### config.mk
export PLATFORM = sky130hd
export DESIGN_NAME = irq_input_pio_flat
export DESIGN_NICKNAME = d
export VERILOG_FILES = /design/src/rtl/irq_input_pio_if.sv /design/src/rtl/irq_input_pio.sv /design/src/flat_wrapper.sv
export SDC_FILE = /design/constraint.sdc
export NUM_CORES = 1
export LEC_CHECK = 0
export BUFFER_PORTS_ARGS = -buffer_cell sky130_fd_sc_hd__buf_2
export CORE_UTILIZATION = 40
export CTS_BUF_LIST = sky130_fd_sc_hd__clkbuf_8
export CTS_CLUSTER_DIAMETER = 80
export DETAILED_ROUTE_END_ITERATION = 8
export GPL_TIMING_DRIVEN = 0
export PLACE_DENSITY_LB_ADDON = 0.08
export REMOVE_ABC_BUFFERS = 1
export SKIP_CTS_REPAIR_TIMING = 1
export SYNTH_ARGS = -nofsm -noshare
export SYNTH_HDL_FRONTEND = slang
export SYNTH_SLANG_ARGS = --single-unit
export TNS_END_PERCENT = 20
### constraint.sdc
create_clock -name clk -period 1.7 [get_ports clk]
set_clock_uncertainty 0.2 [all_clocks]
set_input_delay 0.34 -clock clk [delete_from_list [all_inputs] [get_ports clk]]
set_output_delay 0.34 -clock clk [all_outputs]
set_load 0.02 [all_outputs]
### src/rtl/irq_input_pio_if.sv
// irq_input_pio_if: Avalon-MM slave bus plus interrupt line of the interrupt input PIO.
interface irq_input_pio_if;
   logic [1:0]  address;
   logic        chipselect;
   logic        write_n;
   logic [31:0] writedata;
   logic [31:0] readdata;
   logic        irq;
   modport slave (input address, chipselect, write_n, writedata, output readdata, irq);
   modport master (output address, chipselect, write_n, writedata, input readdata, irq);
endinterface

### src/rtl/irq_input_pio.sv
// irq_input_pio: synchronised, optionally debounced input PIO with per-bit W1C edge capture
// and a maskable edge- or level-mode interrupt.
module irq_input_pio #(
   parameter int WIDTH           = 8,
   parameter int SYNC_STAGES     = 2,
   parameter int DEBOUNCE_CYCLES = 0,
   parameter int EDGE_MODE       = 1,
   parameter int IRQ_MODE        = 0
) (
   input  logic             clk,
   input  logic             reset,
   input  logic [WIDTH-1:0] in_port,
   irq_input_pio_if.slave   bus
);
   localparam int WW = $clog2(SYNC_STAGES + 2);
   logic [WIDTH-1:0] sync_q [SYNC_STAGES];
   logic [WIDTH-1:0] s_last, stable, prev_q, prev_d, edge_raw, edge_det;
   logic [WIDTH-1:0] ec_q, ec_d, mask_q, mask_d, clr;
   logic [WW-1:0]    warm_q, warm_d;
   logic [31:0]      rd_q, rd_d;
   logic             warm, wr, unused_wd;

   assign s_last    = sync_q[SYNC_STAGES-1];
   assign warm      = warm_q != '0;
   assign unused_wd = ^bus.writedata;

   always_ff @(posedge clk) begin
      if (reset) begin
         for (int k = 0; k < SYNC_STAGES; k++) sync_q[k] <= '0;
      end else begin
         sync_q[0] <= in_port;
         for (int k = 1; k < SYNC_STAGES; k++) sync_q[k] <= sync_q[k-1];
      end
   end

   generate
      if (DEBOUNCE_CYCLES == 0) begin : g_nodb
         assign stable = s_last;
      end else begin : g_db
         logic [WIDTH-1:0]       stable_q, stable_d;
         logic [WIDTH-1:0][15:0] cnt_q, cnt_d;
         always_comb begin
            stable_d = stable_q;
            cnt_d    = '0;
            for (int i = 0; i < WIDTH; i++) begin
               if (warm) stable_d[i] = s_last[i];
               else if (s_last[i] != stable_q[i]) begin
                  if (cnt_q[i] == 16'(DEBOUNCE_CYCLES - 1)) stable_d[i] = s_last[i];
                  else cnt_d[i] = cnt_q[i] + 16'd1;
               end
            end
         end
         always_ff @(posedge clk) begin
            if (reset) begin
               stable_q <= '0;
               cnt_q    <= '0;
            end else begin
               stable_q <= stable_d;
               cnt_q    <= cnt_d;
            end
         end
         assign stable = stable_q;
      end
   endgenerate

   // prev tracks the raw synchronised value during warm-up so no edge appears when it ends
   assign prev_d   = warm ? s_last : stable;
   assign edge_raw = EDGE_MODE == 0 ? (stable & ~prev_q) :
                     EDGE_MODE == 1 ? (~stable & prev_q) : (stable ^ prev_q);
   assign edge_det = warm ? '0 : edge_raw;
   assign wr       = bus.chipselect & ~bus.write_n;
   assign clr      = (wr && bus.address == 2'd3) ? bus.writedata[WIDTH-1:0] : '0;
   assign ec_d     = edge_det | (ec_q & ~clr);
   assign mask_d   = (wr && bus.address == 2'd2) ? bus.writedata[WIDTH-1:0] : mask_q;
   assign warm_d   = warm ? warm_q - WW'(1) : warm_q;
   assign rd_d     = bus.address == 2'd0 ? 32'(stable) :
                     bus.address == 2'd2 ? 32'(mask_q) :
                     bus.address == 2'd3 ? 32'(ec_q) : '0;

   always_ff @(posedge clk) begin
      if (reset) begin
         warm_q <= WW'(SYNC_STAGES + 1);
         prev_q <= '0;
         ec_q   <= '0;
         mask_q <= '0;
         rd_q   <= '0;
      end else begin
         warm_q <= warm_d;
         prev_q <= prev_d;
         ec_q   <= ec_d;
         mask_q <= mask_d;
         rd_q   <= rd_d;
      end
   end

   assign bus.readdata = rd_q;
   assign bus.irq      = IRQ_MODE == 1 ? |(stable & mask_q) : |(ec_q & mask_q);
endmodule

### src/flat_wrapper.sv
// flat-port wrapper written by rule: the top's interface ports become plain ports
module irq_input_pio_flat 
#(
   parameter int WIDTH           = 8,
   parameter int SYNC_STAGES     = 2,
   parameter int DEBOUNCE_CYCLES = 0,
   parameter int EDGE_MODE       = 1,
   parameter int IRQ_MODE        = 0
)
  (clk, reset, in_port, bus_address, bus_chipselect, bus_write_n, bus_writedata, bus_readdata, bus_irq);
  irq_input_pio_if bus_i ();
  input  logic clk;
  input  logic reset;
  input  logic [WIDTH-1:0] in_port;
  input wire logic [$bits(bus_i.address)-1:0] bus_address;
  input wire logic [$bits(bus_i.chipselect)-1:0] bus_chipselect;
  input wire logic [$bits(bus_i.write_n)-1:0] bus_write_n;
  input wire logic [$bits(bus_i.writedata)-1:0] bus_writedata;
  output wire logic [$bits(bus_i.readdata)-1:0] bus_readdata;
  output wire logic [$bits(bus_i.irq)-1:0] bus_irq;
  assign bus_i.address = bus_address;
  assign bus_i.chipselect = bus_chipselect;
  assign bus_i.write_n = bus_write_n;
  assign bus_i.writedata = bus_writedata;
  assign bus_readdata = bus_i.readdata;
  assign bus_irq = bus_i.irq;
  irq_input_pio #(.WIDTH(WIDTH), .SYNC_STAGES(SYNC_STAGES), .DEBOUNCE_CYCLES(DEBOUNCE_CYCLES), .EDGE_MODE(EDGE_MODE), .IRQ_MODE(IRQ_MODE)) u_core (.clk(clk), .reset(reset), .in_port(in_port), .bus(bus_i));
endmodule
; ---- After elaboration in Yosys (flattened, before gate mapping)
; Memories as Yosys holds them, arrays and structs flattened.
; Cells that the tools add are included.
[word_totals]
n_memories = 1
out_inout_bits = 33
word_cells = 36
ff_bits = 58
ramBits = 16
in_bits = 46
[mem_list]
columns = name, words, width, read_ports, rd_clocked_by_memory_dff, write_ports, line
row1 = u_core.sync_q, 2, 8, 2, 0, 2, irq_input_pio.sv:16  ; logic [WIDTH-1:0] sync_q [SYNC_STAGES];
[op_classes]
n_bitwise = 10
eq_ne = 2
reduce_logical = 6
muxes = 10
add_sub_neg = 1
[ops]
columns = op, n
row1 = $mux W8, 7
row2 = $and A8 B8 Y8, 3
row3 = $not A8 Y8, 2
row4 = $or A8 B8 Y8, 1
row5 = $reduce_or A8 Y1, 1
row6 = $eq A2 B2 Y1 const B, 2
row7 = $mux W1, 3
row8 = $reduce_or A3 Y1, 1
row9 = $logic_and A1 B1 Y1, 2
row10 = $logic_not A2 Y1, 1
row11 = $or A1 B1 Y1, 2
row12 = $reduce_bool A2 Y1, 1
row13 = $sub A2 B1 Y2 const B, 1
row14 = $and A1 B1 Y1, 1
row15 = $not A1 Y1, 1

; ---- Longest topological paths before layout
[depth]
ltp_word = 7
ltp_mapped = 6

; ---- Least setup slack after synthesis
; OpenSTA, ideal clock, no wires.
[synth_timing]
path_kind = input port to flip-flop
start = input port bus_address[0]
end = register u_core.mask_q[0]
path_stages = 5
setup_ns = 0.128
t_arrival_ns = 1.111
path_slack_ns = 0.261
required_time_ns = 1.372
cell_sequence = buf_6 -> and4bb_2 -> buf_6 -> mux2i_1 -> nor2_1
[synth_between]
elab_chain_cells = 2
[synth_lines]
columns = item, line
row1 = "start, declared", flat_wrapper.sv:15  ; input wire logic [$bits(bus_i.address)-1:0] bus_address;
row2 = $eq A2 B2 Y1, irq_input_pio.sv:74  ; assign mask_d = (wr && bus.address == 2'd2) ? bus.writedata[WIDTH-1:0] : mask_q;
row3 = $logic_and A1 B1 Y1, irq_input_pio.sv:74
row4 = "end signal, assigned", irq_input_pio.sv:91  ; mask_q <= mask_d;
row5 = "end, declared", irq_input_pio.sv:18  ; logic [WIDTH-1:0] ec_q, ec_d, mask_q, mask_d, clr;
; No other way between the ends.
; A chain may end at the register's enable or synchronous reset.

; ---- Final worst setup path
[layout_timing]
start = register u_core.mask_q[6]
end = output port bus_irq
[layout_between]
elab_chain_cells = 2
[layout_lines]
columns = item, line
row1 = $and A8 B8 Y8, irq_input_pio.sv:97  ; assign bus.irq = IRQ_MODE == 1 ? |(stable & mask_q) : |(ec_q & mask_q);
row2 = $reduce_or A8 Y1, irq_input_pio.sv:97
row3 = "end, declared", flat_wrapper.sv:20  ; output wire logic [$bits(bus_i.irq)-1:0] bus_irq;
; No other way between the ends.

==> flow_metrics.py <==
metrics = {
    "sta": {
        "grt_setup_unrepaired": "true",
        "slew_headroom_pct": 64.0,
        "hold_viol": 0,
        "setup_viol": 0,
        "post-route-period-util_pct": 98.4,
        "clock.fmax_ghz": 0.598,
        "worstMarginPinSlew_ns": 0.540,
        "period_minus_slack_ns": 1.67,
        "maxSlewViolCount": 0,
    },
    "worst_setup_path": {
        "cp_slowest_stage_delay_ns": 0.34,
        "worstRegToRegCells": 5,
        "setup.worst_path.start": "u_core.mask_q[6]",
        "crit_cells": 3,
        "reg2reg_from": "u_core.warm_q[1]",
        "endpoint_kind": "output pin",
        "crit_buf_inv": 1,
        "path_max_fanout": 3,
        "cp_cell_sequence": "a22oi_2 > nand4_1 > buf_4",
        "worstPathArrival_ns": 1.13,
        "cp-start-kind": "register",
        "worstSetupEndpoint": "bus_irq",
        "rr_endpoint": "u_core.ec_q[0]",
        "crit_slowest_cell": "dfxtp_2",
        "critPathKind": "reg -> out",
        "required_ns": 1.16,
        "reg2reg_slack_ns": 0.25,
        "crit_family": "flip-flops",
    },
    "detailed_routing": {
        "drt-initial-drc-count": 39,
        "drcViolationCount": 0,
        "totalWireLength_mm": 3.35,
        "ant_nets": 0,
        "viasPerCell": 4.55,
        "dr.pass1.iters": 3,
        "num_vias": 1292,
        "routedWlPerCell_um": 11.8,
    },
    "finish": {
        "final_common_cell": "dfxtp_1",
        "multi_input_area_sq_um": 822,
        "syn_to_final_growth_pct": 11.6,
        "final_nets": 263,
        "antenna_cells": 0,
        "seq_area_sq_um": 1000,
        "post-route-util_pct": 46.4,
        "drive_gt1_share_pct": 21.7,
        "num-fill-cells": 450,
        "layout_common_cells": "dfxtp_1, buf_2, nor2b_1, conb_1, mux2i_1",
    },
    "global_route": {
        "grt_use_met1_pct": 15.9,
        "antenna_found_initial": 0,
        "grt_max_degree": 52,
        "use_met2_pct": 24.4,
        "grtUsageTotal_pct": 14.1,
        "gr-total-overflow": 0,
        "grt_util_met3_pct": 4.44,
        "grt_pass1_vias": 1211,
        "grt_most_used_layer": "met2",
        "grt_pass1_wl_mm": 5.48,
    },
    "clocking": {
        "clk-insertion-delay-late_ns": 0.30,
        "clock-root-buffer": "clkbuf_8",
        "h-tree-depth": 2,
        "clock_path_buffers": 2,
        "clock_sinks": 50,
        "cts_buffers": 5,
        "cts_tree": "done",
        "clkTransAtPathRegs_ns": 0.09,
    },
    "floorplan": {
        "io_pins": 79,
        "rows": 25,
        "die_x_um": 72.1,
        "start_util_pct": 41.6,
        "coreArea_sq_um": 4720,
        "die_area_sq_um": 5200,
        "die-height_um": 72.1,
    },
    "power": {
        "p_total_uw": 2270,
        "netSwitchingPower_uw": 541,
        "intPower_uw": 1730,
        "swShare_pct": 23.8,
        "power_frac_seq_pct": 54.4,
        "pwr-share-clk_pct": 35.7,
        "share_comb_of_total_power_pct": 9.8,
        "powerDensity_nw_per_um2": 1040,
        "ir_drop_uv": 570,
        "p_leak_uw": 0.000990,
    },
    "yosys": {
        "ys_warn_count": 0,
        "ys_seq_area_share_pct": 50.9,
        "synth-main-ff-cell": "dfxtp_1",
        "yosys.cell_types.count": 23,
        "synth_area_sq_um": 1970,
        "synth_cells": 190,
        "synthTopCellsByArea": "dfxtp_1, buf_4, mux2i_1",
        "synth.largest_area_cell": "dfxtp_1",
        "async_flop_share_pct": 0,
        "synth.avg_cell_area_sq_um": 10.3,
        "yosys.area.top_type_share_pct": 50.9,
        "ys_ff_latch": 50,
        "synth-edff-count": 0,
    },
    "min_path": {
        "hold_class": "in -> reg",
    },
    "run_status": {
        "status": "complete, no violations",
    },
    "placement": {
        "gp_congestion": 0.725,
        "dp_hpwl_mm": 2.27,
        "port_buffers": 30,
    },
    "job": {
        "max-cap-violations": 0,
    },
}
[cells in the mapped netlist (2+ instances only)]
| master | instances |
|---|---|
| a22oi_1 | 4 |
| nor3b_1 | 8 |
| buf_4 | 24 |
| buf_6 | 2 |
| nor2b_1 | 24 |
| nand2b_1 | 2 |
| clkbuf_1 | 5 |
| buf_2 | 3 |
| inv_1 | 3 |
| dfxtp_1 | 50 |
| a211oi_1 | 8 |
| nor2_1 | 8 |
| a21o_1 | 8 |
| mux2i_1 | 17 |
| a21oi_1 | 16 |
[how the worst min path moves through the flow]
stage                   startpoint                   end  slack, ns  cells after the start
2_1_floorplan                reset      u_core.prev_q[0]       0.21                      1
3_3_place_gp   u_core.sync_q[0][2]  u_core.sync_q[0][10]       0.22                      1
3_5_place_dp   u_core.sync_q[0][3]  u_core.sync_q[0][11]       0.22                      1
4_1_cts                 in_port[0]   u_core.sync_q[0][0]       0.03                      2
5_1_grt                 in_port[7]   u_core.sync_q[0][7]       0.03                      2
6_report                in_port[1]   u_core.sync_q[0][1]       0.04                      2
[routing by layer]
metal	vias up	part of all wire (%)
met1	602	46
met2	41	47
met3	5	4.9
met4	0	1.7
li1	644	-
met5	-	0
[state kept, by name (all words and copies together) (netlist names)]
signal               count
u_core.prev_q            8
u_core.mask_q            8
u_core.ec_q              8
u_core.sync_q           16
u_core.bus.readdata      8
u_core.warm_q            2
[cell families (layout without fill, tap and decap cells)]
group / after synthesis / count (layout) / synth area share, %
DFF: 50 / 50 / 50.9
and+or+nand+nor: 46 / 46 / 14.6
buffers and inverters: 38 / 42 / 12.8
AOI/OAI and AO/OA: 36 / 36 / 11.7
muxes: 17 / 17 / 8.66
adders and majority gates: 1 / 1 / 0.636
other: 1 / 24 / 0.191
xor gates and xnor gates: 1 / 1 / 0.446
[per-stage QoR]
stage	hold WS [ns]	cell area [sq um]	instances	setup TNS [ns]	setup slack [ns]
after floorplan	0.212	1810	178	0	0.372
after global placement	0.218	2050	275	-3.34	-0.376
after detailed placement	0.224	2050	275	-3.72	-0.411
after CTS	0.0350	2160	283	-0.650	-0.0904
after global routing	0.0330	2190	284	-0.0788	-0.0788
final	0.0429	2190	284	0	0.0278
[power groups by stage]
| stage | logic (uW) | clock network [uW] | registers (uW) |
|---|---|---|---|
| floorplan | 131 | 0 | 1270 |
| global placement | 215 | 0 | 1260 |
| detailed placement | 225 | 0 | 1260 |
| CTS | 225 | 835 | 1240 |
| global route | 250 | 889 | 1240 |
| finish | 224 | 812 | 1240 |
[area by class of cell]
cell class | instances | share of cell area, %
clock buffer | 5 | 3.14
multi-input combinational | 125 | 37.5
clock inverter | 3 | 1.88
timing repair buffer | 31 | 7.42
inverter | 3 | 0.513
tap | 67 | 3.82
sequential | 50 | 45.8
(Power assumes the default switching activity.)
